### src/rtl/mult_div_unit_if.sv
// HI/LO unit bus: operation launch, MTHI/MTLO writes and HI/LO/status readback.
interface mult_div_unit_if #(
    parameter int unsigned WIDTH = 32
);
    logic             Start;
    logic [1:0]       Op;
    logic [WIDTH-1:0] ReadData1;
    logic [WIDTH-1:0] ReadData2;
    logic             WriteHi;
    logic             WriteLo;
    logic [WIDTH-1:0] Hi;
    logic [WIDTH-1:0] Lo;
    logic             Busy;
    logic             Done;
    logic             DivByZero;

    modport master (
        output Start, Op, ReadData1, ReadData2, WriteHi, WriteLo,
        input  Hi, Lo, Busy, Done, DivByZero
    );

    modport slave (
        input  Start, Op, ReadData1, ReadData2, WriteHi, WriteLo,
        output Hi, Lo, Busy, Done, DivByZero
    );
endinterface

### src/rtl/mult_div_unit.sv
// Iterative radix-2 MULT/MULTU/DIV/DIVU unit owning the MIPS HI/LO registers.
// Sign handling is magnitude-based: operands are made positive on launch and fixed up once at the end.
module mult_div_unit #(
    parameter int unsigned WIDTH = 32
) (
    input  logic           clock,
    input  logic           reset_n,
    mult_div_unit_if.slave bus
);
    localparam int unsigned CNT_W = (WIDTH > 1) ? $clog2(WIDTH) : 1;

    typedef enum logic [1:0] {S_IDLE, S_CALC, S_FIX} state_t;

    state_t           state_q, state_d;
    logic [CNT_W-1:0] cnt_q, cnt_d;
    logic             div_q, div_d;
    logic             sa_q, sa_d;
    logic             sb_q, sb_d;
    logic [WIDTH-1:0] a_q, a_d;
    logic [WIDTH-1:0] b_q, b_d;
    logic [WIDTH:0]   acc_q, acc_d;
    logic [WIDTH-1:0] mq_q, mq_d;
    logic [WIDTH-1:0] hi_q, hi_d;
    logic [WIDTH-1:0] lo_q, lo_d;
    logic             busy_q, busy_d;
    logic             done_q, done_d;
    logic             dbz_q, dbz_d;

    logic             is_signed;
    logic             a_neg, b_neg;
    logic [WIDTH:0]   add_sum, mul_t, rem_sh, diff;
    logic [WIDTH-1:0] quot, rem;
    logic [2*WIDTH-1:0] prod;

    assign is_signed = ~bus.Op[0];
    assign a_neg     = is_signed & bus.ReadData1[WIDTH-1];
    assign b_neg     = is_signed & bus.ReadData2[WIDTH-1];

    // acc/mq double as {partial product, multiplier} and {partial remainder, quotient}
    assign add_sum = acc_q + {1'b0, b_q};
    assign mul_t   = mq_q[0] ? add_sum : acc_q;
    assign rem_sh  = {acc_q[WIDTH-1:0], mq_q[WIDTH-1]};
    assign diff    = rem_sh - {1'b0, b_q};

    assign prod = {acc_q[WIDTH-1:0], mq_q};
    assign quot = (sa_q ^ sb_q) ? -mq_q : mq_q;
    assign rem  = sa_q ? -acc_q[WIDTH-1:0] : acc_q[WIDTH-1:0];

    always_comb begin
        state_d = state_q;
        cnt_d   = cnt_q;
        div_d   = div_q;
        sa_d    = sa_q;
        sb_d    = sb_q;
        a_d     = a_q;
        b_d     = b_q;
        acc_d   = acc_q;
        mq_d    = mq_q;
        hi_d    = hi_q;
        lo_d    = lo_q;
        busy_d  = busy_q;
        done_d  = 1'b0;
        dbz_d   = dbz_q;

        unique case (state_q)
            S_IDLE: begin
                if (bus.Start) begin
                    div_d   = bus.Op[1];
                    sa_d    = a_neg;
                    sb_d    = b_neg;
                    a_d     = bus.ReadData1;
                    b_d     = b_neg ? -bus.ReadData2 : bus.ReadData2;
                    mq_d    = a_neg ? -bus.ReadData1 : bus.ReadData1;
                    acc_d   = '0;
                    cnt_d   = '0;
                    busy_d  = 1'b1;
                    dbz_d   = 1'b0;
                    state_d = S_CALC;
                end else begin
                    if (bus.WriteHi) hi_d = bus.ReadData1;
                    if (bus.WriteLo) lo_d = bus.ReadData1;
                end
            end
            S_CALC: begin
                if (div_q) begin
                    acc_d = diff[WIDTH] ? rem_sh : diff;
                    mq_d  = {mq_q[WIDTH-2:0], ~diff[WIDTH]};
                end else begin
                    acc_d = {1'b0, mul_t[WIDTH:1]};
                    mq_d  = {mul_t[0], mq_q[WIDTH-1:1]};
                end
                cnt_d = cnt_q + CNT_W'(1);
                if (cnt_q == CNT_W'(WIDTH - 1)) state_d = S_FIX;
            end
            S_FIX: begin
                if (div_q) begin
                    if (b_q == '0) begin
                        lo_d  = '1;
                        hi_d  = a_q;
                        dbz_d = 1'b1;
                    end else begin
                        lo_d = quot;
                        hi_d = rem;
                    end
                end else begin
                    {hi_d, lo_d} = (sa_q ^ sb_q) ? -prod : prod;
                end
                busy_d  = 1'b0;
                done_d  = 1'b1;
                state_d = S_IDLE;
            end
            default: state_d = S_IDLE;
        endcase
    end

    always_ff @(posedge clock or negedge reset_n) begin
        if (!reset_n) begin
            state_q <= S_IDLE;
            cnt_q   <= '0;
            div_q   <= 1'b0;
            sa_q    <= 1'b0;
            sb_q    <= 1'b0;
            a_q     <= '0;
            b_q     <= '0;
            acc_q   <= '0;
            mq_q    <= '0;
            hi_q    <= '0;
            lo_q    <= '0;
            busy_q  <= 1'b0;
            done_q  <= 1'b0;
            dbz_q   <= 1'b0;
        end else begin
            state_q <= state_d;
            cnt_q   <= cnt_d;
            div_q   <= div_d;
            sa_q    <= sa_d;
            sb_q    <= sb_d;
            a_q     <= a_d;
            b_q     <= b_d;
            acc_q   <= acc_d;
            mq_q    <= mq_d;
            hi_q    <= hi_d;
            lo_q    <= lo_d;
            busy_q  <= busy_d;
            done_q  <= done_d;
            dbz_q   <= dbz_d;
        end
    end

    assign bus.Hi        = hi_q;
    assign bus.Lo        = lo_q;
    assign bus.Busy      = busy_q;
    assign bus.Done      = done_q;
    assign bus.DivByZero = dbz_q;
endmodule
### src/flat_wrapper.sv
// flat-port wrapper written by rule: the top's interface ports become plain ports
module mult_div_unit_flat 
#(
    parameter int unsigned WIDTH = 32
)
  (clock, reset_n, bus_Start, bus_Op, bus_ReadData1, bus_ReadData2, bus_WriteHi, bus_WriteLo, bus_Hi, bus_Lo, bus_Busy, bus_Done, bus_DivByZero);
  mult_div_unit_if #(.WIDTH(WIDTH)) bus_i ();
  input  logic clock;
  input  logic reset_n;
  input wire logic [$bits(bus_i.Start)-1:0] bus_Start;
  input wire logic [$bits(bus_i.Op)-1:0] bus_Op;
  input wire logic [$bits(bus_i.ReadData1)-1:0] bus_ReadData1;
  input wire logic [$bits(bus_i.ReadData2)-1:0] bus_ReadData2;
  input wire logic [$bits(bus_i.WriteHi)-1:0] bus_WriteHi;
  input wire logic [$bits(bus_i.WriteLo)-1:0] bus_WriteLo;
  output wire logic [$bits(bus_i.Hi)-1:0] bus_Hi;
  output wire logic [$bits(bus_i.Lo)-1:0] bus_Lo;
  output wire logic [$bits(bus_i.Busy)-1:0] bus_Busy;
  output wire logic [$bits(bus_i.Done)-1:0] bus_Done;
  output wire logic [$bits(bus_i.DivByZero)-1:0] bus_DivByZero;
  assign bus_i.Start = bus_Start;
  assign bus_i.Op = bus_Op;
  assign bus_i.ReadData1 = bus_ReadData1;
  assign bus_i.ReadData2 = bus_ReadData2;
  assign bus_i.WriteHi = bus_WriteHi;
  assign bus_i.WriteLo = bus_WriteLo;
  assign bus_Hi = bus_i.Hi;
  assign bus_Lo = bus_i.Lo;
  assign bus_Busy = bus_i.Busy;
  assign bus_Done = bus_i.Done;
  assign bus_DivByZero = bus_i.DivByZero;
  mult_div_unit #(.WIDTH(WIDTH)) u_core (.clock(clock), .reset_n(reset_n), .bus(bus_i));
endmodule
### config.mk
export PLATFORM = sky130hd
export DESIGN_NAME = mult_div_unit_flat
export DESIGN_NICKNAME = d
export VERILOG_FILES = /design/src/rtl/mult_div_unit_if.sv /design/src/rtl/mult_div_unit.sv /design/src/flat_wrapper.sv
export SDC_FILE = /design/constraint.sdc
export NUM_CORES = 1
export LEC_CHECK = 0
export ABC_AREA = 1
export CORE_MARGIN = 4
export CORE_UTILIZATION = 32
export DETAILED_ROUTE_END_ITERATION = 12
export SLEW_MARGIN = 10
export SYNTH_ARGS = -nofsm -noshare
export SYNTH_HDL_FRONTEND = slang
export SYNTH_SLANG_ARGS = --single-unit
### constraint.sdc
create_clock -name clock -period 8.89 [get_ports clock]
set_clock_uncertainty 0.1 [all_clocks]
set_input_delay 0.889 -clock clock [delete_from_list [all_inputs] [get_ports clock]]
set_output_delay 0.889 -clock clock [all_outputs]
set_load 0.005 [all_outputs]
==> results of run 1 <==
registers in the layout, indices dropped and copies added (netlist names):
register	count
u_core.state_q	2
u_core.bus.Busy	1
u_core.bus.Lo	32
u_core.cnt_q	5
u_core.bus.Hi	32
u_core.a_q	32
u_core.mq_q	32
u_core.b_q	32
u_core.bus.Done	1
u_core.sa_q	1
u_core.acc_q	33
u_core.div_q	1
u_core.bus.DivByZero	1
u_core.sb_q	1
layout make-up:
type / count / area, um^2
multi-input combinational: 2443 / 12000
fill: 6518 / 37100
clock buffer: 42 / 822
sequential: 206 / 5160
inverter: 396 / 1490
clock inverter: 7 / 81.3
timing repair buffer: 159 / 1540
tap: 773 / 967
stage by stage:
step,cell area [um^2],instances,worst slack [ns]
4_1_cts,22100,4026,4.42
3_3_place_gp,21200,3977,4.59
2_1_floorplan,19100,3165,5.53
6_report,22100,4026,4.31
3_5_place_dp,21200,3977,4.47
5_1_grt,22100,4026,3.95
per-layer routing:
layer  up-vias  global-route usage  routed length [um]
met5         -                   0                   0
li1      10400                   -                   -
met2       948               0.373               34200
met1      9952               0.335               34200
met3       124              0.0358                6470
met4         0              0.0662                2180
power by group:
part           internal, mW  leakage, nW  total [mW]  switching (mW)
logic                  2.35         7.84        6.88            4.52
registers              1.41         2.44        2.02           0.615
clock network         0.664        0.444        1.14           0.474
total                  4.42         10.7        10.0            5.61
layout by cell type, fill, tap and decap left out, drive strengths merged:
cell,instances
o21a,1
clkbuf,42
o221ai,1
xor2,46
or2,7
o31ai,4
and2,3
nand3,290
clkinvlp,1
clkdlybuf4s50,136
o211ai,15
nor3,23
a2bb2oi,11
o21bai,7
o21ai,300
nor2,367
nand2,925
xnor2,31
a21oi,229
buf,23
nand4,26
nor4,3
a21o,2
fa,2
ha,72
dfrtp,206
inv,395
a21boi,21
and3,2
nand3b,16
a22o,2
a31oi,19
clkinv,6
o22ai,8
a22oi,10
bufinv,1
Yosys cell counts, types with 26 or more instances:
master    number
nand2_1      916
ha_1          72
nand3_1      286
inv_1        387
clkbuf_1      85
a21oi_1      228
nor2_1       362
dfrtp_1      206
xnor2_1       31
xor2_1        46
nand4_1       26
o21ai_0      278
how the worst max path moves through the flow:
stage / end / slack [ns] / cells past startpoint
after floorplan: u_core.acc_q[10] / 5.53 / 23
after global placement: u_core.acc_q[1] / 4.59 / 20
after detailed placement: u_core.acc_q[0] / 4.47 / 20
after CTS: u_core.acc_q[0] / 4.42 / 20
after global routing: u_core.acc_q[4] / 3.95 / 20
final: u_core.acc_q[0] / 4.31 / 20
logic make-up (layout without fill, tap and decap cells):
logic type / count (synthesis) / after routing / synth area share
buffers and inverters: 516 / 604 / 0.105
adders and majority gates: 74 / 74 / 0.0491
DFF: 206 / 206 / 0.269
and+or+nand+nor: 1662 / 1662 / 0.359
xor gates and xnor gates: 77 / 77 / 0.0352
AOI/OAI and AO/OA: 630 / 630 / 0.182
worst reg2reg max path, cell delays in order, from the launching register on:
cell and delay, ns:
dfrtp_1 0.43, clkinv_1 0.32, fa_1 0.55, inv_1 0.07, nand3_1 0.07, nand2_1 0.15, nand2_1 0.07, nand2_1 0.18
nand2_1 0.08, nand3_1 0.18, nand2_1 0.13, nand2_1 0.09, nand2_1 0.07, a21oi_1 0.12, or2_2 0.13, ha_1 0.58
inv_2 0.53, a21oi_1 0.27, o21ai_0 0.11, nand3_1 0.11, o21ai_0 0.09
==> key figures, run 1 <==
Clock network
  – Root cell of the clock tree: clkbuf_16
  – Total clock buffers created by CTS: 27
  – Worst-skew pair later-pin latency: just under 0.6 ns
  – Hold buffer count at CTS: 0
  – CTS tree: yes
  – CTS resizes: 0
  – Number of buffers added for setup after CTS: 0
  – Sinks on the clock net: around 210
  – Maximum buffer depth of the clock tree: 3
  – Clock transition at the register clock pins on the worst setup and hold paths after CTS: roughly 0.06 ns
  – Maximum level of the CTS H-tree: 1

Timing
  – Fin crit share: 0.515
  – Unrepaired setup endpoints after global routing: false
  – Slew Limit Headroom: 0.353
  – Maximum operating frequency: between 200 and 250 MHz
  – Min Clock Period, post-route: ~4.6 ns
  – Hold Slack: ~0.26 ns
  – Pins Over Slew Limit: 0
  – Transition time at the pin with the least slew margin: 0.971 ns
  – Final setup violating endpoints: 0
  – Summed negative setup slack over all endpoints: 0 ns
  – Hold violation count in the final report: 0

Place
  – Placer congestion estimate: roughly 1.0
  – HPWL after detailed placement: a little under 60000 um
  – Count of input and output buffers: 137

Floorplan
  – Die area: between 60000 and 70000 um^2
  – Std cell rows: 89
  – Number of top-level pins: about 140
  – DIE HEIGHT: roughly 250 um
  – Core area: 59100 um^2
  – Initial standard-cell utilization of the core: 0.324
  – Die W: about 250 um

Yosys
  – Proportion of synthesized flip-flops having asynchronous set or reset: 1.00
  – Library cell occupying the most area in the post-synthesis netlist: dfrtp_1
  – Mean instance size in the synthesized netlist: 6.05 um^2
  – Sequential element share of the synthesized area: 0.269
  – Number of synthesized register bits: just over 200
  – Number of unique standard cell types used by synthesis: 52
  – Most area-consuming cells after synthesis: dfrtp_1 (27%), nand2_1 (18%), inv_1 (7.6%)
  – Count of synthesis-stage warnings from yosys: 0
  – Most used flip-flop cell after synthesis: dfrtp_1
  – Synthesized netlist cell count: 3165
  – Post-synthesis net count: between 3k and 4k
  – Count of flip-flops with a built-in enable after synthesis: 0
  – Post-Syn Area: ~19000 um^2
  – Yosys top cell area share: 0.269

Critical path
  – Startpoint-to-endpoint class of the critical path: register to register
  – Longest individual stage delay on the worst path: slightly below 0.6 ns
  – Cell occurring most often along the worst timing path: nand2_1
  – CP Capture Type: register
  – CP delay by family, top: simple AND/OR/NAND/NOR gates
  – Required time at the endpoint of the critical path: 9.24 ns
  – Capture instance of the worst register-to-register path: u_core.acc_q[0]
  – Register-to-register setup slack: 4.31 ns
  – WP data arrival: 4.93 ns
  – Startpoint Class: register
  – Largest fanout on the critical path: 46
  – Buffers & Inverters on Critical Path: 3
  – Origin of the critical flop-to-flop path: u_core.acc_q[0]
  – Sequence of cells on the critical path: clkinv_1 -> fa_1 -> inv_1 -> nand3_1 -> nand2_1 -> nand2_1 -> nand2_1 -> nand2_1 -> nand3_1 -> nand2_1 -> nand2_1 -> nand2_1 -> a21oi_1 -> or2_2 -> ha_1 -> inv_2 -> a21oi_1 -> o21ai_0 -> nand3_1 -> o21ai_0
  – Cell with the biggest individual delay on the critical path: ha_1
  – Path depth of the worst reg2reg path: 20
  – Launching instance or port of the critical path: u_core.acc_q[0]

Global routing
  – Vias in the first global route: approximately 20k
  – Global-route wire length before repair: 119000 um
  – Antenna violations before repair: 0
  – GRT Residual Overflow: 0
  – GRT Resource Usage Total: 0.236
  – Largest net degree at the start of global routing: between 90 and 100

Drt
  – Drt initial violations: roughly 2.5k
  – Drt pass-1 iters: 6
  – Via count normalized by instance count: ~5.3
  – Number of nets with antenna violations after routing: 0
  – Total vias in the final route: around 21k
  – Count of unresolved DRC violations after routing: 0
  – Wire length per cell: between 15 and 20 um
  – Total detailed-routing wirelength: a little under 80000 um

Layout
  – Proportion of layout cells with a drive suffix above 1: 0.0375
  – Number of antenna diodes: 0
  – Synth-to-Final Area Change: 15.3%
  – Final Util: 0.373
  – Final net count: approximately 3.4k

Power and ir drop
  – Worst supply voltage drop on vdd: ~0.00021 V
  – Power density cells: 455 nW/um^2
  – Leakage component of the power: ~11 nW
  – Total chip power: roughly 10 mW

Min path
  – Worst min-delay path class: input port to async pin

Outcome
  – Run status: finished clean

Job
  – Max_cap viols: 0
Power figures use the tool's default switching activity.
==> run 2, diff against run 1 <==
clock period = 4.4 ns   (was 8.89 ns; I/O delays follow)
==> key figures, run 2 (synthesis gave the netlist of run 1 again) <==
Layout
  – Biggest register: u_core.acc_q
  – Leading cell type in the layout, fill and taps excluded: nand2_1
  – Max FFs per register: 33 (unchanged)
  – Proportion of layout cells with a drive suffix above 1: 0.0463 (+0.00880)
  – Final std cell area, no fill: 22300 um^2 (+0.86%)
  – Number of antenna diodes: 0 (unchanged)
  – Final net count: 3408 (+0.89%)
  – Synth-to-Final Area Change: 16.3%
  – Most frequent cells in the layout: nand2_1 (916), inv_1 (387), nor2_1 (359), nand3_1 (286), o21ai_0 (278)

Critical path
  – Required time at the endpoint of the critical path: 4.77 ns (-4.47 ns)
  – Capture instance of the worst register-to-register path: u_core.acc_q[4]
  – Origin of the critical flop-to-flop path: u_core.mq_q[31]
  – CP Capture Type: register
  – Startpoint Class: register
  – Startpoint-to-endpoint class of the critical path: register to register
  – WP data arrival: 4.12 ns (-0.81 ns)
  – Largest fanout on the critical path: 20 (-57%)
  – Last element of the critical path: u_core.acc_q[4]
  – Launching instance or port of the critical path: u_core.mq_q[31]
  – Register-to-register setup slack: 0.66 ns (-3.66 ns)
  – Path depth of the worst reg2reg path: 22 (+10%)

Drt
  – Total vias in the final route: 21.5k (+0.33%)
  – Count of unresolved DRC violations after routing: 0 (unchanged)
  – Total detailed-routing wirelength: 79300 um (+3.0%)
  – Wire length per cell: 19.6 um (+2.2%)
  – Drt pass-1 iters: 5 (-1)
  – Drt initial violations: 2338 (-6.3%)
  – Number of nets with antenna violations after routing: 0 (unchanged)
  – Via count normalized by instance count: 5.30 (-0.42%)

Floorplan
  – Core area: 59100 um^2 (unchanged)
  – Die W: 253 um (unchanged)
  – DIE HEIGHT: 253 um (unchanged)
  – Initial standard-cell utilization of the core: 0.324 (unchanged)
  – Std cell rows: 89 (unchanged)
  – Die area: 63800 um^2 (unchanged)
  – Number of top-level pins: 138 (unchanged)

Min path
  – Worst min-delay path class: input port to register

Power and ir drop
  – Worst supply voltage drop on vdd: 0.000525 V (+150%)
  – Total chip power: 20.6 mW (+100%)
  – Leakage component of the power: 10.9 nW (+1.2%)
  – Power density cells: 924 nW/um^2 (+100%)

Timing
  – Unrepaired setup endpoints after global routing: false
  – Hold Slack: 0.358 ns (+0.0975 ns)
  – Pins Over Slew Limit: 0 (unchanged)
  – Min Clock Period, post-route: 3.74 ns (-0.832 ns)
  – Summed negative setup slack over all endpoints: 0 ns (unchanged)
  – Hold violation count in the final report: 0 (unchanged)
  – Fin crit share: 0.851 (+0.336)
  – Maximum operating frequency: 267 MHz (+22%)
  – Slew Limit Headroom: 0.210 (-0.142)
  – Transition time at the pin with the least slew margin: 1.18 ns (+0.212 ns)
  – Final WS setup: 0.655 ns (-3.66 ns)
  – Final setup violating endpoints: 0 (unchanged)

Place
  – Placed Area: 21400 um^2 (+1.1%)
  – Post-Place Worst Slack: 0.745 ns (-3.72 ns)
  – Count of input and output buffers: 137 (unchanged)
  – HPWL after detailed placement: 62200 um (+5.6%)
  – Placer congestion estimate: 0.995 (-4.9%)

Clock network
  – Maximum level of the CTS H-tree: 1 (unchanged)
  – Clock transition at the register clock pins on the worst setup and hold paths after CTS: 0.06 ns (about the same)
  – CTS resizes: 0 (unchanged)
  – Total clock buffers created by CTS: 26 (-3.7%)
  – CTS tree: yes
  – Worst-skew pair later-pin latency: 0.58 ns (about the same)
  – Sinks on the clock net: 206 (unchanged)
  – Maximum buffer depth of the clock tree: 3 (unchanged)
  – Root cell of the clock tree: clkbuf_16

Global routing
  – GRT Residual Overflow: 0 (unchanged)
  – Antenna violations before repair: 2 (+2)
  – Vias in the first global route: 19.9k (-0.20%)
  – Global-route wire length before repair: 120000 um (+1.3%)
  – GRT Resource Usage Total: 0.241 (+0.00571)
  – Largest net degree at the start of global routing: 100 (+1.0%)

Outcome
  – Run status: finished clean

Job
  – Max_cap viols: 0 (unchanged)
## run 2: power by group
group / internal, mW / total, mW / switching, mW
sequential: 2.84 / 3.82 / 0.980
clock: 1.25 / 2.17 / 0.922
combinational: 4.95 / 14.6 / 9.62
## run 2: through the flow
step / cells / utilization
floorplan: 3165 / -
global placement: 4007 / 0.362
detailed placement: 4007 / 0.362
CTS: 4056 / 0.376
global route: 4056 / 0.376
finish: 4056 / 0.376
## run 2: what timing repair did
item | CTS | global route
hold buffers | 1 | 0
buffers inserted | 0 | 0
endpoints found under the hold margin | 95 | 0
## run 2: worst max-delay path: stages, from the launching register on
cell     delay [ns]
dfrtp_1        0.40
inv_1          0.22
ha_1           0.22
fa_1           0.22
inv_1          0.05
nand3_1        0.06
nand2_1        0.12
nand2_1        0.09
nand2_1        0.13
nand2_1        0.10
nand3_1        0.13
nand2_1        0.14
nand2_1        0.06
nand2_1        0.08
a21oi_1        0.06
or2_2          0.29
ha_1           0.30
inv_2          0.23
buf_4          0.25
a21oi_1        0.07
o21ai_0        0.09
nand3_1        0.09
o21ai_0        0.12
## run 2: area by class of cell
class / count / area (um^2)
inverter: 396 / 1490
clock buffer: 37 / 752
timing repair buffer: 190 / 1790
multi-input combinational: 2443 / 12000
fill: 6455 / 36900
sequential: 206 / 5160
clock inverter: 11 / 93.8
tap: 773 / 967
## run 2: how the worst min path moves through the flow
stage	startpoint	end	slack, ns	cells past startpoint
2_1_floorplan	reset_n	u_core.a_q[0]	0.04	0
6_report	bus_Op[1]	u_core.div_q	0.36	3
3_3_place_gp	u_core.a_q[1]	u_core.a_q[1]	0.37	2
5_1_grt	bus_Op[1]	u_core.div_q	0.37	3
4_1_cts	bus_Op[1]	u_core.div_q	0.33	3
3_5_place_dp	u_core.bus.Lo[21]	u_core.bus.Lo[21]	0.37	2
## run 2: layer usage
layer  GRT usage  wire [um]  up-vias
met3      0.0380       6440      143
met5           0         13        -
met2       0.371      34500      875
li1            -          -    10500
met4      0.0807       2720        2
met1       0.346      35700    10000
